`src/rtl/spi_pkg.sv`:
```
// spi_pkg: shared FSM encoding and sizing constants for the SPI burst front end
package spi_pkg;
    typedef enum logic [1:0] {
        IDLE    = 2'd0,
        ISSUE   = 2'd1,
        WAIT    = 2'd2,
        CAPTURE = 2'd3
    } state_t;
    localparam int ADDR_W_DEF = 4;
    localparam int BYTE_W     = 8;
endpackage

```
`src/rtl/sync_fifo.sv`:
```
// sync_fifo: first-word-fall-through FIFO with wrap-bit pointers and synchronous clear
module sync_fifo
    import spi_pkg::*;
#(
    parameter int ADDR_W = ADDR_W_DEF,
    parameter int DATA_W = BYTE_W
) (
    input  logic              clki,
    input  logic              rst,
    input  logic              push,
    input  logic              pop,
    input  logic              clear,
    input  logic [DATA_W-1:0] wdata,
    output logic              full,
    output logic              empty,
    output logic [ADDR_W:0]   level,
    output logic [DATA_W-1:0] head
);
    logic [DATA_W-1:0] r_mem [2**ADDR_W];
    logic [ADDR_W:0]   r_wp;
    logic [ADDR_W:0]   r_rp;
    logic              w_pop;
    logic              w_push;

    assign empty  = r_wp == r_rp;
    assign full   = (r_wp[ADDR_W] != r_rp[ADDR_W]) && (r_wp[ADDR_W-1:0] == r_rp[ADDR_W-1:0]);
    assign level  = r_wp - r_rp;
    assign head   = r_mem[r_rp[ADDR_W-1:0]];
    assign w_pop  = pop && !empty;
    // a pop in the same cycle frees the slot, so a full FIFO still accepts the push
    assign w_push = push && (!full || w_pop);

    // pointer advance; clear shares the reset path so it beats any same-cycle push/pop
    always_ff @(posedge clki) begin
        if (rst || clear) begin
            r_wp <= '0;
            r_rp <= '0;
        end else begin
            if (w_push) r_wp <= r_wp + 1'b1;
            if (w_pop)  r_rp <= r_rp + 1'b1;
        end
    end

    // storage write
    always_ff @(posedge clki) begin
        if (w_push) r_mem[r_wp[ADDR_W-1:0]] <= wdata;
    end
endmodule

```
`src/rtl/spi_burst_ctrl.sv`:
```
// spi_burst_ctrl: feeds queued TX bytes to the spi byte engine one at a time and queues the replies
module spi_burst_ctrl
    import spi_pkg::*;
#(
    parameter int ADDR_W = ADDR_W_DEF,
    parameter int DATA_W = BYTE_W
) (
    input  logic              clki,
    input  logic              rst,
    input  logic              tx_wr,
    input  logic [DATA_W-1:0] tx_wdata,
    output logic              tx_full,
    output logic [ADDR_W:0]   tx_level,
    output logic              tx_ovf,
    input  logic              rx_rd,
    output logic [DATA_W-1:0] rx_rdata,
    output logic              rx_empty,
    output logic [ADDR_W:0]   rx_level,
    input  logic              rx_discard,
    input  logic              flush,
    output logic              busy,
    output logic [DATA_W-1:0] spi_data_bus,
    output logic              spi_send_rq,
    input  logic              spi_tx_ready,
    input  logic [DATA_W-1:0] spi_rx_data
);
    state_t            r_state;
    state_t            w_next;
    logic              r_drop;
    logic              w_issue;
    logic              w_rx_push;
    logic              w_tx_empty;
    logic              w_rx_full;
    logic [DATA_W-1:0] w_tx_head;

    sync_fifo #(.ADDR_W(ADDR_W), .DATA_W(DATA_W)) u_tx (
        .clki  (clki),
        .rst   (rst),
        .push  (tx_wr),
        .pop   (w_issue),
        .clear (flush),
        .wdata (tx_wdata),
        .full  (tx_full),
        .empty (w_tx_empty),
        .level (tx_level),
        .head  (w_tx_head)
    );

    sync_fifo #(.ADDR_W(ADDR_W), .DATA_W(DATA_W)) u_rx (
        .clki  (clki),
        .rst   (rst),
        .push  (w_rx_push),
        .pop   (rx_rd),
        .clear (flush),
        .wdata (spi_rx_data),
        .full  (w_rx_full),
        .empty (rx_empty),
        .level (rx_level),
        .head  (rx_rdata)
    );

    assign busy = (r_state != IDLE) || !w_tx_empty;

    // next state plus issue/capture strobes; RX space is reserved at issue so the capture push cannot overflow
    always_comb begin
        w_next    = r_state;
        w_issue   = (r_state == IDLE) && !w_tx_empty && spi_tx_ready && (rx_discard || !w_rx_full) && !flush;
        w_rx_push = (r_state == CAPTURE) && !rx_discard && !r_drop;
        case (r_state)
            IDLE:    w_next = w_issue ? ISSUE : IDLE;
            ISSUE:   w_next = WAIT;
            WAIT:    w_next = spi_tx_ready ? CAPTURE : WAIT;
            CAPTURE: w_next = IDLE;
            default: w_next = IDLE;
        endcase
    end

    // state register
    always_ff @(posedge clki) begin
        r_state <= rst ? IDLE : w_next;
    end

    // engine handshake, sticky overflow and the drop flag for a byte flushed while in flight
    always_ff @(posedge clki) begin
        if (rst) begin
            spi_data_bus <= '0;
            spi_send_rq  <= 1'b0;
            r_drop       <= 1'b0;
            tx_ovf       <= 1'b0;
        end else begin
            spi_send_rq  <= w_issue;
            spi_data_bus <= w_issue ? w_tx_head : spi_data_bus;
            r_drop       <= w_issue ? 1'b0 : (r_drop || flush);
            tx_ovf       <= flush ? 1'b0 : (tx_ovf || (tx_wr && tx_full && !w_issue));
        end
    end
endmodule
```
`config.mk`:
```
export PLATFORM = sky130hd
export DESIGN_NAME = spi_burst_ctrl
export DESIGN_NICKNAME = d
export VERILOG_FILES = /design/src/rtl/spi_pkg.sv /design/src/rtl/sync_fifo.sv /design/src/rtl/spi_burst_ctrl.sv
export SDC_FILE = /design/constraint.sdc
export NUM_CORES = 1
export LEC_CHECK = 0
export ABC_AREA = 1
export BUFFER_PORTS_ARGS = -buffer_cell sky130_fd_sc_hd__buf_2
export CAP_MARGIN = 10
export CELL_PAD_IN_SITES_DETAIL_PLACEMENT = 2
export CELL_PAD_IN_SITES_GLOBAL_PLACEMENT = 2
export CORE_UTILIZATION = 41
export CTS_CLUSTER_SIZE = 40
export DETAILED_ROUTE_END_ITERATION = 10
export GPL_TIMING_DRIVEN = 0
export PLACE_DENSITY_LB_ADDON = 0.1
export SKIP_LAST_GASP = 1
export SLEW_MARGIN = 20
export SYNTH_ARGS = -nofsm -noshare
export SYNTH_HDL_FRONTEND = slang
export SYNTH_HIERARCHICAL = 1
export SYNTH_SLANG_ARGS = --single-unit
```
`constraint.sdc`:
```
create_clock -name clki -period 3.7 [get_ports clki]
set_input_delay 1.11 -clock clki [delete_from_list [all_inputs] [get_ports clki]]
set_output_delay 1.11 -clock clki [all_outputs]
set_load 0.01 [all_outputs]
```
==> results of run 1 <==
==> sequential cells by signal (all words and copies together) (netlist names), named ones only <==
register	cells
u_rx/r_rp	5
spi_send_rq	1
r_drop	1
r_state	2
u_tx/r_mem	128
u_rx/r_wp	5
u_tx/r_wp	5
spi_data_bus	8
u_rx/r_mem	128
tx_ovf	1
u_tx/r_rp	5
==> per-layer routing <==
| metal | global-route usage | up-vias | share of wire |
|---|---|---|---|
| met3 | 0.0314 | 76 | 0.029 |
| met1 | 0.288 | 4767 | 0.40 |
| li1 | - | 4340 | - |
| met5 | 0 | - | 0 |
| met4 | 0.0834 | 0 | 0.028 |
| met2 | 0.479 | 165 | 0.54 |
==> cell usage after synthesis, types with 17 or more instances <==
master    number
a21oi_1       17
ha_1          22
buf_2         18
nor2_1       137
nand3_1      142
edfxtp_1     256
nand2_1      345
o21ai_0       33
o211ai_1      22
clkbuf_1      17
inv_1         94
dfxtp_1       41
==> final timing paths <==
kind	endpoint	slack, ns
worst max-delay path	u_tx/r_mem[2][6]$_DFFE_PP_	0.24
worst min-delay path	tx_ovf$_SDFF_PP0_	0.45
worst max register to register	u_tx/r_mem[2][6]$_DFFE_PP_	0.24
worst min register to register	tx_ovf$_SDFF_PP0_	0.45
==> layout by cell type (no fill, tap or decap), types with 2 or more instances in the layout <==
cell type  netlist  final
nor2_2           3     10
buf_2           18     71
xor2_1          10     10
o21ai_1         12     12
fa_1             2      2
clkbuf_8         0      3
buf_4            8      8
nand3_4          2      2
nand3b_1         2      2
clkinv_2         0      6
buf_1            2      2
nand2_2         13     13
nor2_4           3      3
o211ai_1        22     22
buf_6            6      6
inv_2            6      6
dfxtp_1         41     41
nand2_4          9      9
inv_4            3      3
nor3_1           3      3
nor2_1         137    130
inv_1           94     94
nand2_1        345    345
a21oi_1         17     17
o21ai_0         33     33
edfxtp_1       256    256
nand3_1        142    142
clkinv_1         0      4
ha_1            22     22
clkbuf_1        17     26
nand4_1          8      8
clkbuf_16        0     37
==> timing repair <==
| item | CTS | global route |
|---|---|---|
| gates resized for setup | 0 | 7 |
| setup endpoints to repair | 0 | 56 |
| hold buffers | 0 | 0 |
==> stage by stage <==
stage	setup TNS, ns	power (mW)	std cells
2_1_floorplan	0	3.88	1241
4_1_cts	0	7.32	1751
3_3_place_gp	0	4.00	1690
5_1_grt	-0.0146	7.46	1751
6_report	0	7.25	1751
3_5_place_dp	0	4.02	1690
==> area by class of cell <==
class,count,area [µm²],area share
sequential,297,8510,0.573
tap,396,495,0.0334
inverter,104,403,0.0271
clock inverter,12,82.6,0.00556
clock buffer,49,1000,0.0674
multi-input combinational,788,3790,0.255
buffer,52,294,0.0198
timing repair buffer,53,265,0.0179
==> power groups by stage <==
stage	Combinational, mW	Clock (mW)	Sequential, mW
2_1_floorplan	0.134	0	3.75
3_3_place_gp	0.259	0	3.75
3_5_place_dp	0.276	0	3.75
4_1_cts	0.281	3.36	3.68
5_1_grt	0.302	3.48	3.68
6_report	0.273	3.30	3.68
==> critical path: cells and delay by family, from the launching register on <==
kind	cells	cell delay, ns
simple gates	9	1.55
buf+inv	6	0.85
fa+ha+maj	1	0.37
flops	1	0.30
==> logic make-up (layout without fill, tap and decap cells) <==
kind of cell / count (synthesis) / count (layout)
AO/OA/AOI/OAI: 85 / 85
flip-flops: 297 / 297
buffers and inverters: 156 / 270
XOR/XNOR: 10 / 10
AND/OR/NAND/NOR: 669 / 669
adder cells (fa/ha/maj): 24 / 24
==> results.json, run 1 <==
{
  "run_status": "finished, violations left",
  "failed_checks": "design-rule violations",
  "number_of_antenna_violations_at_the_first_check_in_global_routing": 0,
  "critPathArrivalTime_ns": 3.59,
  "finalNetCount": 1378,
  "number_of_enable_type_register_cells_in_the_synthesized_netlist": 256,
  "power.net_switching_mw": 1.56,
  "crit_required_ns": 3.84,
  "setup.worst_path.end_class": "register",
  "min_from": "tx_ovf$_SDFF_PP0_",
  "tritoncts.num_buffers": 35,
  "fmax_ghz": 0.289,
  "drt_iter0_drc": 505,
  "power.switching_fraction": 0.215,
  "drv_slew": 0,
  "ios": 54,
  "post_synthesis_mux_area_share": 0,
  "grt.overflow.total": 0,
  "critPathMaxStageDelay_ns": 0.66,
  "cts.repair_timing.setup_buffer_count": 0,
  "flow.area_growth_from_synthesis_pct": 14.3,
  "cts-htree-levels": 2,
  "layout.filler_cells": 3181,
  "antenna_left": 0,
  "port-buffer-count": 53,
  "detail_route.wirelength_mm": 39.9,
  "cts_tree": "built",
  "coreArea_um2": 30800,
  "hold_class": "register to register",
  "critical_path_peak_fanout": 8,
  "drt-vias-per-instance": 5.34,
  "relative_slew_slack": 0.282,
  "layout.cell_area.non_filler_um2": 14800,
  "internal-power_mw": 5.69,
  "max-cap-violations": 0,
  "finalCritPeriodShare": 0.935,
  "routabilityCongestion": 0.817,
  "dieArea_um2": 32400,
  "cts.reportedPaths.clkPinSlew_ns": 0.06,
  "clock_insertion_delay_worst_skew_ns": 0.52,
  "synth_cell_type_count": 33,
  "power.clock.fraction": 0.455,
  "cp_cell_sequence": "clkbuf_1 > inv_1 > ha_1 > nand2_2 > nor2_4 > nand2_2 > inv_1 > nor2_2 > nand3_2 > inv_1 > inv_1 > nand3_4 > nand2_4 > inv_6 > nand2_4 > nor2_1",
  "dieWidth_um": 180,
  "rows": 64,
  "final.min_clock_period_ns": 3.46,
  "hold_violations": 0,
  "detailed_place.area_um2": 13700,
  "cellLeakagePower_nw": 5.84,
  "vdd_ir_drop_max_mv": 0.376,
  "final.setup_skew_ns": 0.0145,
  "cts.path.max_buffers": 3,
  "globalRouteTotalUtil": 0.251,
  "worst_path_max_delay_cell": "nor2_1",
  "number_of_global_route_vias_before_repair": 10200,
  "synth-async-reset-ratio": 0,
  "most_prevalent_standard_cell_on_the_critical_path": "inv_1",
  "rr_worst_depth": 16,
  "setup-violations-final": 0,
  "unrepaired_setup_endpoints_after_global_routing": "true",
  "clockRootBuffer": "clkbuf_16",
  "initial_core_utilization": 0.421,
  "yosysWarningCount": 6,
  "cp-start-kind": "register",
  "synth.area.top_cells": "edfxtp_1 59%, nand2_1 10%, dfxtp_1 6.3%",
  "drt_drc_violations_left": 4,
  "synthesis.area_um2": 13000,
  "cts.sinks": 297,
  "final_layout_size_suffix_gt1_frac": 0.136,
  "timing_worst_setup_path_type": "register to register",
  "wl_cell_um": 22.8,
  "power_frac_comb": 0.038,
  "placement.setup.worst_slack_ns": 0.166,
  "tightestPinTransition_ns": 1.07,
  "ys_ff_latch": 297,
  "power.density_nw_per_um2": 488,
  "postLayoutSetupSlackWorst_ns": 0.241,
  "detailedRoute.firstPassIterationCount": 8,
  "grt_pass1_wl_mm": 61.2,
  "chipHeight_um": 180,
  "post_synthesis_cells": 1241,
  "synth-seq-area-share": 0.656,
  "pwr-share-seq": 0.508,
  "worstHoldPathCells": 2,
  "routed_vias": 9348,
  "synth_area_per_cell_um2": 10.5,
  "synth-main-ff-cell": "edfxtp_1",
  "pin_count_of_the_biggest_net_entering_global_routing": 17,
  "synthesis.nets": 1288,
  "synth_top_area_frac": 0.592,
  "final_util": 0.481,
  "num_antenna_cells": 0,
  "largest_family_of_logic_cells_by_synthesized_area": "simple AND/OR/NAND/NOR gates",
  "synth_compound_gate_area_share": 0.0373,
  "rr_startpoint": "u_tx/r_rp[2]$_SDFFE_PP0P_",
  "synth-adder-area-share": 0.0243,
  "synth-xor-area-share": 0.00675,
  "hold_slack_ns": 0.452,
  "dpl.hpwl_mm": 27.2,
  "synth_largest_area_cell": "edfxtp_1",
  "critPathLaunch": "u_tx/r_rp[2]$_SDFFE_PP0P_",
  "share_of_synthesized_cell_area_in_and_or_nand_and_nor_gates": 0.222
}
(Power assumes the default switching activity.)
==> run 2, diff against run 1 <==
--- a/config.mk
+++ b/config.mk
@@ -8,9 +8,9 @@
 export ABC_AREA = 1
 export BUFFER_PORTS_ARGS = -buffer_cell sky130_fd_sc_hd__buf_2
 export CAP_MARGIN = 10
-export CELL_PAD_IN_SITES_DETAIL_PLACEMENT = 2
-export CELL_PAD_IN_SITES_GLOBAL_PLACEMENT = 2
-export CORE_UTILIZATION = 41
+export CELL_PAD_IN_SITES_DETAIL_PLACEMENT = 0
+export CELL_PAD_IN_SITES_GLOBAL_PLACEMENT = 1
+export CORE_UTILIZATION = 42
 export CTS_CLUSTER_SIZE = 40
 export DETAILED_ROUTE_END_ITERATION = 10
 export GPL_TIMING_DRIVEN = 0
==> run 2 against run 1 <==
  * The run now ends clean
  * Sequential share of layout area about the same
  * Non-clock buffer count unchanged
  * Cell count decreased by 0.40%
  * Die area decreased by 2.4%
  * Critical path type unchanged
  * Global-route usage decreased by 3.7 points
  * Clock skew decreased by 0.0049 ns
  * Utilization increased by 1.3 points
  * Design area about the same
  * Worst setup slack improved by 0.057 ns
  * Clock power about the same
  * Register-to-register slack improved by 0.06 ns
==> results.json, run 2 (same netlist as run 1, synthesis figures left out) <==
{
  "finalCritPeriodShare": 0.920,
  "detail_route.wirelength_mm": 32.7,
  "placement.setup.worst_slack_ns": 0.194,
  "placed_instances": 1684,
  "max-cap-violations": 0,
  "most_prevalent_standard_cell_on_the_critical_path": "inv_1",
  "postLayoutSetupSlackWorst_ns": 0.297,
  "run_status": "complete, no violations",
  "cp_top_family": "simple AND/OR/NAND/NOR gates",
  "critical_path_peak_fanout": 8,
  "cp.depth": 16,
  "clock_insertion_delay_worst_skew_ns": 0.51,
  "globalRouteTotalUtil": 0.214,
  "wl_cell_um": 18.8,
  "cts.sinks": 297,
  "mostFrequentLayoutCell": "nand2_1",
  "final_layout_size_suffix_gt1_frac": 0.132,
  "cts_hold_buffers": 0,
  "dpl.hpwl_mm": 22.1,
  "number_of_antenna_violations_at_the_first_check_in_global_routing": 0,
  "timing_worst_setup_path_type": "register to register",
  "final.min_clock_period_ns": 3.40,
  "fmax_ghz": 0.294,
  "initial_core_utilization": 0.432,
  "hold_violations": 0,
  "flow.area_growth_from_synthesis_pct": 14.4,
  "routed_vias": 8724,
  "chipHeight_um": 178,
  "layout.filler_cells": 2787,
  "cp-start-kind": "register",
  "most-common-layout-cells": "345 x nand2_1, 256 x edfxtp_1, 142 x nand3_1, 133 x nor2_1, 94 x inv_1",
  "drt_iter0_drc": 619,
  "finalNonFillerCells": 1744,
  "cts-htree-levels": 2,
  "grt_pass1_wl_mm": 49.5,
  "tightestPinTransition_ns": 0.893,
  "setup-violations-final": 0,
  "routabilityCongestion": 0.848,
  "power.density_nw_per_um2": 488,
  "area.sequential_um2": 8510,
  "tritoncts.num_buffers": 34,
  "setup.worst_path.end_class": "register",
  "coreArea_um2": 30000,
  "worst_path_max_delay_cell": "nor2_1",
  "fin_total_pwr_mw": 7.25,
  "number_of_global_route_vias_before_repair": 8470,
  "port-buffer-count": 53,
  "critical_path_buf_inv_count": 6,
  "finalNetCount": 1377,
  "final.setup_skew_ns": 0.00965,
  "detailed_place.area_um2": 13700,
  "cp_cell_sequence": "clkbuf_1 > inv_1 > ha_1 > nand2_2 > nor2_4 > nand2_2 > inv_1 > nor2_2 > nand3_2 > inv_1 > inv_1 > nand3_4 > nand2_4 > inv_6 > nand2_4 > nor2_1",
  "drv_slew": 0,
  "dieArea_um2": 31600,
  "hold_slack_ns": 0.439,
  "rows": 63,
  "multi_input_comb_area_um2": 3780,
  "num_antenna_cells": 0,
  "pin_count_of_the_biggest_net_entering_global_routing": 17,
  "rr_worst_depth": 16,
  "cts.path.max_buffers": 3,
  "grt.overflow.total": 0,
  "critPathArrivalTime_ns": 3.53,
  "drt-vias-per-instance": 5.00,
  "cellLeakagePower_nw": 5.85,
  "cts.reportedPaths.clkPinSlew_ns": 0.06,
  "ios": 54,
  "hold_class": "register to register",
  "relative_slew_slack": 0.402,
  "cts_tree": "built",
  "drt_drc_violations_left": 0,
  "vdd_ir_drop_max_mv": 0.414,
  "final_util": 0.494,
  "critPathMaxStageDelay_ns": 0.65,
  "setup_tns_ns": 0,
  "antenna_left": 0,
  "crit_required_ns": 3.83,
  "clockRootBuffer": "clkbuf_16",
  "detailedRoute.firstPassIterationCount": 5,
  "dieWidth_um": 178,
  "unrepaired_setup_endpoints_after_global_routing": "false",
  "layout.cell_area.non_filler_um2": 14800,
  "worstHoldPathCells": 2
}
[run 2: cell count changes in the layout (fill, tap and decap cells not counted), sizes merged]
cell	delta
clkbuf	+3
clkinv	-5
clkinvlp	-1
inv	+1
bufinv	+1
[run 2: repair_timing]
action / in CTS / in global routing
setup endpoints to repair: 0 / 26
setup buffers: 0 / 0
resized for setup: 0 / 4
[run 2: layer usage]
metal  wire length [µm]  part of all wire  GRT usage  up-vias
met5                  0                 0          0        -
met4                668             0.020     0.0577        0
met3               1290             0.039     0.0323       43
met2              16500              0.50      0.375      191
met1              14300              0.44      0.274     4145
li1                   -                 -          -     4345
[run 2: final timing paths]
| kind | from | endpoint | slack (ns) |
|---|---|---|---|
| setup reg to reg | u_tx/r_rp[2]$_SDFFE_PP0P_ | u_tx/r_mem[2][3]$_DFFE_PP_ | 0.30 |
| hold reg to reg | tx_ovf$_SDFF_PP0_ | tx_ovf$_SDFF_PP0_ | 0.44 |
| setup / recovery | u_tx/r_rp[2]$_SDFFE_PP0P_ | u_tx/r_mem[2][3]$_DFFE_PP_ | 0.30 |
| hold / removal | tx_ovf$_SDFF_PP0_ | tx_ovf$_SDFF_PP0_ | 0.44 |
[run 2: worst reg2reg max path, delay by kind of cell, from the launching register on]
kind | cells | cell delay [ns]
adders and majority gates | 1 | 0.36
buffers and inverters | 6 | 0.86
and+or+nand+nor | 9 | 1.48
DFF | 1 | 0.30
[run 2: layout make-up]
class,count,share of cell area
multi-input cells,788,0.255
flip-flops and latches,297,0.573
plain buffers,52,0.0198
repair buffers,53,0.0179
clock buffers,52,0.0684
clock inverters,8,0.00607
well taps,390,0.0329
inverters,104,0.0271
[run 2: power by group]
group | switching (mW) | total, mW | internal, mW
clock | 1.28 | 3.31 | 2.03
sequential | 0.0148 | 3.68 | 3.66
combinational | 0.184 | 0.259 | 0.0747
total | 1.48 | 7.25 | 5.77
